`config.mk`:
```
export PLATFORM = sky130hd
export DESIGN_NAME = acl_txarq_sched
export DESIGN_NICKNAME = d
export VERILOG_FILES = /design/src/rtl/acl_txarq_sched_pkg.sv /design/src/rtl/acl_bufocc_cnt.sv /design/src/rtl/acl_txarq_sched.sv
export SDC_FILE = /design/constraint.sdc
export NUM_CORES = 1
export LEC_CHECK = 0
export CAP_MARGIN = 25
export CORE_AREA = 2 2 42 53
export CTS_CLUSTER_DIAMETER = 120
export DETAILED_ROUTE_END_ITERATION = 10
export DIE_AREA = 0 0 44 55
export PLACE_DENSITY = 0.73
export SLEW_MARGIN = 20
export SYNTH_ARGS = -nofsm -noshare
export SYNTH_HDL_FRONTEND = slang
export SYNTH_SLANG_ARGS = --single-unit
```
`constraint.sdc`:
```
create_clock -name clk_6M -period 2.8 [get_ports clk_6M]
set_input_delay 0.42 -clock clk_6M [delete_from_list [all_inputs] [get_ports clk_6M]]
set_output_delay 0.42 -clock clk_6M [all_outputs]
set_load 0.05 [all_outputs]
```
`src/rtl/acl_txarq_sched_pkg.sv`:
```
// Shared types and constants for the ACL TX ARQ scheduler.
package acl_txarq_sched_pkg;

    localparam int unsigned RETX_W_DEF = 4;
    localparam int unsigned OCC_W      = 2;

    typedef enum logic [0:0] {
        StIdle,
        StWaitAck
    } state_e;

endpackage

```
`src/rtl/acl_bufocc_cnt.sv`:
```
// Ping-pong TX buffer occupancy counter (0..MaxOcc) with load/release/flush and overflow pulse.
module acl_bufocc_cnt
    import acl_txarq_sched_pkg::*;
#(
    parameter int unsigned MaxOcc = 2
) (
    input  logic             clk_i,
    input  logic             rst_i,
    input  logic             load_i,
    input  logic             rel_i,
    input  logic             flush_i,
    output logic [OCC_W-1:0] occ_o,
    output logic [OCC_W-1:0] occ_nxt_o,
    output logic             ovf_o
);

    logic [OCC_W-1:0] occ_d, occ_q;
    logic             ovf_d, ovf_q;

    always_comb begin
        occ_d = occ_q;
        ovf_d = 1'b0;
        if (flush_i) begin
            occ_d = '0;
        end else if (load_i && !rel_i) begin
            if (occ_q == OCC_W'(MaxOcc)) begin
                ovf_d = 1'b1;
            end else begin
                occ_d = occ_q + OCC_W'(1);
            end
        end else if (rel_i && !load_i && (occ_q != '0)) begin
            occ_d = occ_q - OCC_W'(1);
        end
        // load coincident with release leaves the count unchanged
    end

    always_ff @(posedge clk_i) begin
        if (rst_i) begin
            occ_q <= '0;
            ovf_q <= 1'b0;
        end else begin
            occ_q <= occ_d;
            ovf_q <= ovf_d;
        end
    end

    assign occ_o     = occ_q;
    assign occ_nxt_o = occ_d;
    assign ovf_o     = ovf_q;

endmodule

```
`src/rtl/acl_txarq_sched.sv`:
```
// ACL TX ARQ scheduler: SEQN/ARQN handling over two ping-pong TX buffers.
// Define ACL_RETX_LIMIT_EN to enable the retransmit limit and drop_p.
module acl_txarq_sched
    import acl_txarq_sched_pkg::*;
#(
    parameter int unsigned RETX_W = RETX_W_DEF,
    parameter int unsigned NBUF   = 2
) (
    input  logic              clk_6M,
    input  logic              rstz,
    input  logic              ms_tslot_p,
    input  logic              tx_slot_acl,
    input  logic              rx_hdr_p,
    input  logic              dec_hecgood,
    input  logic              rx_arqn,
    input  logic              rx_flow,
    input  logic              buf_load_p,
    input  logic              flush_p,
    input  logic [RETX_W-1:0] retx_limit,
    output logic              tx_bufsel,
    output logic              tx_has_data,
    output logic              tx_seqn,
    output logic [1:0]        buf_occ,
    output logic [RETX_W-1:0] retx_cnt,
    output logic              txdone_p,
    output logic              drop_p,
    output logic              ovf_err_p
);

    state_e            state_d, state_q;
    logic              bufsel_d, bufsel_q;
    logic              has_d, has_q;
    logic              seqn_d, seqn_q;
    logic [RETX_W-1:0] retx_d, retx_q;
    logic              flow_d, flow_q;
    logic              txdone_d, txdone_q;
    logic              drop_d, drop_q;
    logic              rel;
    logic              good_hdr;
    logic              limit_hit;
    logic [RETX_W:0]   retx_p1;
    logic [RETX_W-1:0] retx_inc;
    logic [OCC_W-1:0]  occ_q, occ_nxt;

    assign good_hdr = rx_hdr_p && dec_hecgood;
    assign retx_p1  = {1'b0, retx_q} + {{RETX_W{1'b0}}, 1'b1};
    assign retx_inc = (&retx_q) ? retx_q : retx_p1[RETX_W-1:0];

`ifdef ACL_RETX_LIMIT_EN
    assign limit_hit = (retx_limit != '0) && (retx_p1 == {1'b0, retx_limit});
`else
    logic unused_retx_limit;
    assign unused_retx_limit = ^retx_limit;
    assign limit_hit = 1'b0;
`endif

    always_comb begin
        state_d  = state_q;
        bufsel_d = bufsel_q;
        has_d    = has_q;
        seqn_d   = seqn_q;
        retx_d   = retx_q;
        flow_d   = flow_q;
        txdone_d = 1'b0;
        drop_d   = 1'b0;
        rel      = 1'b0;

        if (good_hdr) flow_d = rx_flow;

        if (state_q == StWaitAck) begin
            if (good_hdr && rx_arqn) begin
                rel      = 1'b1;
                txdone_d = 1'b1;
                state_d  = StIdle;
            end else if (good_hdr || ms_tslot_p) begin
                state_d = StIdle;
                if (limit_hit) begin
                    rel    = 1'b1;
                    drop_d = 1'b1;
                end else begin
                    retx_d = retx_inc;
                end
            end
        end

        if (rel) begin
            bufsel_d = ~bufsel_q;
            seqn_d   = ~seqn_q;
            retx_d   = '0;
        end

        // Start decision sees the post-ACK/NAK state and occupancy of this same cycle
        if (ms_tslot_p) begin
            if ((state_d == StIdle) && tx_slot_acl && (occ_nxt != '0) && flow_d) begin
                state_d = StWaitAck;
                has_d   = 1'b1;
            end else begin
                has_d = 1'b0;
            end
        end

        if (flush_p) begin
            state_d  = StIdle;
            bufsel_d = bufsel_q;
            seqn_d   = seqn_q;
            has_d    = 1'b0;
            retx_d   = '0;
            flow_d   = flow_q;
            txdone_d = 1'b0;
            drop_d   = 1'b0;
            rel      = 1'b0;
        end
    end

    always_ff @(posedge clk_6M) begin
        if (rstz) begin
            state_q  <= StIdle;
            bufsel_q <= 1'b0;
            has_q    <= 1'b0;
            seqn_q   <= 1'b1;
            retx_q   <= '0;
            flow_q   <= 1'b1;
            txdone_q <= 1'b0;
            drop_q   <= 1'b0;
        end else begin
            state_q  <= state_d;
            bufsel_q <= bufsel_d;
            has_q    <= has_d;
            seqn_q   <= seqn_d;
            retx_q   <= retx_d;
            flow_q   <= flow_d;
            txdone_q <= txdone_d;
            drop_q   <= drop_d;
        end
    end

    acl_bufocc_cnt #(
        .MaxOcc (NBUF)
    ) u_bufocc (
        .clk_i     (clk_6M),
        .rst_i     (rstz),
        .load_i    (buf_load_p),
        .rel_i     (rel),
        .flush_i   (flush_p),
        .occ_o     (occ_q),
        .occ_nxt_o (occ_nxt),
        .ovf_o     (ovf_err_p)
    );

    assign tx_bufsel   = bufsel_q;
    assign tx_has_data = has_q;
    assign tx_seqn     = seqn_q;
    assign buf_occ     = occ_q;
    assign retx_cnt    = retx_q;
    assign txdone_p    = txdone_q;
    assign drop_p      = drop_q;

endmodule
```
==> impl_metrics.toml, run 1 <==
[outcome]
status = "finished clean"

[yosys]
synth_xor_area_frac = 0.0476
synth_compound_area_frac = 0.199
synthAdderAreaFrac = 0.0680
yosysMostFrequentCell = "dfxtp_1"
synth_cells = 76
yosys.area_share.simple = 0.262
synthArstFlopShare = 0
synth_common_cells = "dfxtp_1 (13), nor2_1 (6), ha_1 (4), inv_1 (4), or3_1 (4)"
synth_top_cell_by_area = "dfxtp_1"
synth_top_cell_area_share = 0.354
synth-seq-cells = 13
synth_edf_count = 0
syn_area_um2 = 736
synth_area_leaders = "dfxtp_1 (35%), ha_1 (6.8%), a2111oi_2 (4.1%)"
ys_seq_area_frac = 0.354
ys_warn_count = 0
postSynthAreaPerCell_um2 = 9.68
synth.net_count = 94
synthMuxAreaShare = 0.0272
synth_top_family_by_area = "simple AND/OR/NAND/NOR gates"
synth_flop_cell = "dfxtp_1"
yosysUniqueCellTypes = 37

[floorplanning]
die_w_um = 44
start_util = 0.380
ioPinCount = 26
die_y_um = 55
dieArea_um2 = 2420
core_region_area_um2 = 1940
row_count = 18

[pwr]
combPwrFrac = 0.170
intPower_w = 0.000269
ir_drop_mv = 0.218
p_sw_frac = 0.282
leakage_nw = 0.359
pwr-share-clk = 0.321
powerDensity_nw_per_um2 = 381
p_sw_w = 0.000106
seq_power_share = 0.509

[timing]
fin_crit_sh = 0.720
fin_skew_ps = 1.28
finalHoldViolations = 0
max_freq_mhz = 496
worst_pin_slew_ps = 500
holdWs_ps = 461
fin_setup_tns_ps = 0
rsz0062_at_grt = "no"
final-max-slew-violation-count = 0
max-slew-margin-rel = 0.666
setup_viol = 0
period_needed_ps = 2010

[clock_network]
tritoncts = "done"
clkLatencyLatePin_ps = 280
cts_buffers = 3
clk_pin_slew_ps = 90
clock-root-buffer = "clkbuf_4"
post_cts_buffers = 0
cts_hold_buffers = 0
htreeDepth = 1
clockBufferDepth = 2
cts_resized = 0
cts_sinks = 13

[critical_path]
cpPeakStageDelay_ps = 850
crit_path_start_kind = "flop"
worstSetupPathType = "flop to output pin"
end_kind = "output pin"
cpLargestDelayFamily = "buffers and inverters"
critPathRequiredTime_ps = 2380
crit_buf_inv = 1
cp.arrival_ps = 1590
path_cells = "clkdlybuf4s50_1"
slowest_stage = "clkdlybuf4s50_1"
critPathMaxFanout = 7

[job]
drv_cap = 0

[grt]
grt_pass1_wl_mm = 2.59
antenna_found_initial = 0
grt_max_degree = 13
gr-total-overflow = 0
track_usage = 0.144
first_global_vias = 636

[drt]
wl_mm = 1.48
postRouteAntennaNets = 0
avgViaCountPerCell = 5.53
wl_per_cell_um = 12.4
vias = 658
drt_iter0_drc = 12
drtPass1Iterations = 4
drc = 0

[placed_design]
hpwl_mm = 1.14
placed_cells = 115
io_buffers = 20
place.gp.congestion = 0.824
dpl_cell_area_um2 = 956

[finish]
nets = 118
diodes = 0
syn_to_final_growth_pct = 33.7
drive_above_1_share = 0.121
fin_area_um2 = 983
post_layout_nonfiller_instances = 119

[min_path]
hp-class = "flop to flop"
## layout make-up
cell class,count,area (um^2)
Sequential cell,13,260
Multi-Input combinational cell,57,448
Clock inverter,1,5.00
Tap cell,20,25.0
Fill cell,183,953
Clock buffer,3,22.5
Timing Repair Buffer,21,208
Inverter,4,15.0
## power by group through the flow
stage,registers [W],logic (W),clock network [W]
CTS,0.000191,0.0000637,0.000120
detailed placement,0.000195,0.0000634,0
floorplan,0.000201,0.0000290,0
finish,0.000191,0.0000639,0.000120
global placement,0.000195,0.0000621,0
global route,0.000192,0.0000685,0.000136
## registers in the layout (all words and copies together), names as in the netlist
signal,cells
flow_q,1
retx_cnt,4
state_q,1
tx_bufsel,1
tx_has_data,1
tx_seqn,1
txdone_p,1
u_bufocc.occ_o,2
u_bufocc.ovf_o,1
## path summary, 6_finish.rpt
path,from,to,slack [ps],depth (start not counted)
worst min-delay path,tx_has_data,tx_has_data,460,1
worst max register to register,u_bufocc.occ_o[1],state_q,890,6
worst min register to register,tx_has_data,tx_has_data,460,1
worst max-delay path,u_bufocc.occ_o[1],buf_occ[1],790,1
## routing by layer
metal	wire length (um)	global-route usage
met2	710	0.238
met4	37	0.106
met1	666	0.169
met3	60	0.0195
met5	0	0
## metrics by stage
step / worst slack (ps) / utilization / power [W]
finish: 785 / 0.508 / 0.000375
global route: 685 / 0.508 / 0.000396
detailed placement: 516 / 0.494 / 0.000259
floorplan: 648 / - / 0.000230
global placement: 534 / 0.494 / 0.000257
CTS: 790 / 0.508 / 0.000374
## cells in the final DEF (no fill, tap or decap), types with 2 or more instances in the layout
master,netlist,final
a2111oi_2,2,2
mux2i_1,2,2
nor3_1,2,2
a21o_1,2,2
ha_1,4,4
dfxtp_1,13,13
a21oi_1,3,3
clkbuf_4,0,3
nor2_1,6,6
xnor2_1,3,3
o21ai_0,3,3
clkdlybuf4s50_1,0,20
inv_1,4,4
nand2_1,2,2
or3_1,4,4
nand3_1,3,3
## cells by family (layout without fill, tap and decap cells)
family          after synthesis  after routing
compound gates               17             17
xor+xnor                      4              4
fa+ha+maj                     4              4
buf+inv                       6             29
flops                        13             13
mux                           2              2
other cells                   1              1
simple gates                 29             29
Power figures use the tool's default switching activity.
==> run 2, diff against run 1 <==
==> constraint.sdc (replaced) <==
create_clock -name clk_6M -period 2.1 [get_ports clk_6M]
set_input_delay 0.315 -clock clk_6M [delete_from_list [all_inputs] [get_ports clk_6M]]
set_output_delay 0.315 -clock clk_6M [all_outputs]
set_load 0.05 [all_outputs]
==> impl_metrics.toml, run 2 (synthesis gave the netlist of run 1 again) <==
[drt]
postRouteAntennaNets = 0
drc = 0
wl_per_cell_um = 12.3
wl_mm = 1.53
drt_iter0_drc = 3
avgViaCountPerCell = 5.35
vias = 663
drtPass1Iterations = 4

[min_path]
min-delay-start = "tx_has_data"
worstHoldPathCells = 1
hp-class = "flop to flop"

[clock_network]
cts_resized = 0
clkLatencyLatePin_ps = 270
cts_sinks = 13
htreeDepth = 1
clk_pin_slew_ps = 80
post_cts_buffers = 0
cts_hold_buffers = 0
clock-root-buffer = "clkbuf_4"
tritoncts = "done"
clockBufferDepth = 2
cts_buffers = 3

[timing]
fin_crit_sh = 0.909
finalHoldViolations = 0
max_freq_mhz = 524
period_needed_ps = 1910
max-slew-margin-rel = 0.662
holdWs_ps = 459
worst_pin_slew_ps = 506
fin_setup_tns_ps = 0
final-max-slew-violation-count = 0
setup_viol = 0
rsz0062_at_grt = "no"
fin_skew_ps = 2.49

[job]
drv_cap = 0

[critical_path]
cp.arrival_ps = 1590
critPathRequiredTime_ps = 1780
r2r_start = "u_bufocc.occ_o[1]"
crit_cells = 1
worstSetupPathType = "flop to output pin"
cpLargestDelayFamily = "buffers and inverters"
slowest_stage = "clkdlybuf4s50_1"
end_kind = "output pin"
critPathMaxFanout = 7
r2r_cells = 5
crit_path_start_kind = "flop"
path_cells = "clkdlybuf4s50_1"
cp-startpoint = "u_bufocc.occ_o[1]"
crit_buf_inv = 1
cpPeakStageDelay_ps = 850

[finish]
syn_to_final_growth_pct = 38.8
final_cell_mix = "clkdlybuf4s50_1 (20), dfxtp_1 (12), nor2_1 (6), buf_4 (6)"
drive_above_1_share = 0.163
nets = 123
multi_input_area_um2 = 448
fillers = 187
diodes = 0
regArea_um2 = 262
final_common_cell = "clkdlybuf4s50_1"
largest_register_ffs = 4

[floorplanning]
die_w_um = 44
start_util = 0.380
core_region_area_um2 = 1940
dieArea_um2 = 2420
die_y_um = 55
ioPinCount = 26
row_count = 18

[pwr]
leakage_nw = 0.380
powerDensity_nw_per_um2 = 492
ir_drop_mv = 0.355

[placed_design]
hpwl_mm = 1.21
place.gp.congestion = 0.685
io_buffers = 20

[grt]
grt_max_degree = 13
track_usage = 0.132
grt_pass1_wl_mm = 2.39
first_global_vias = 616
met1_usage = 0.140
grt_use_met3 = 0.0227
top_usage_layer = "met2"
antenna_found_initial = 0
gr-total-overflow = 0
gr-usage-met2 = 0.260

[outcome]
status = "finished clean"
run 2: area by class of cell:
cell class / instances / share of cell area
repair buffers: 26 / 0.240
clock buffers: 4 / 0.0257
multi-input cells: 57 / 0.439
flip-flops and latches: 13 / 0.256
inverters: 4 / 0.0147
well taps: 20 / 0.0245
run 2: through the flow:
step                instances   util  setup slack (ps)  instance area (um^2)  power (W)
floorplan                  76      -              4.93                   737   0.000307
global placement          120  0.514              71.5                   995   0.000349
detailed placement        120  0.514              73.0                   995   0.000351
CTS                       124  0.527               187                  1020   0.000502
global route              124  0.527              80.5                  1020   0.000521
finish                    124  0.527               191                  1020   0.000502
run 2: power by group:
part	internal, W	switching [W]	total, W
Clock	0.0000736	0.0000828	0.000156
Sequential	0.000251	0.00000410	0.000255
Combinational	0.0000426	0.0000483	0.0000909
run 2: worst reg2reg max path, cell delays in order, from the launching register on:
cell and delay (ps):
dfxtp_1 470, inv_1 100, ha_1 230, or3_1 410, xnor2_1 150, a2111oi_1 410
run 2: final timing paths:
check	to	slack, ps
max	buf_occ[1]	190
max reg2reg	u_bufocc.occ_o[0]	200
min	tx_has_data	460
min reg2reg	tx_has_data	460
run 2: routing by layer:
metal | part of all wire | up-vias
li1 | - | 340
met1 | 0.43 | 296
met2 | 0.52 | 23
met3 | 0.046 | 4
met4 | 0.0046 | 0
met5 | 0 | -
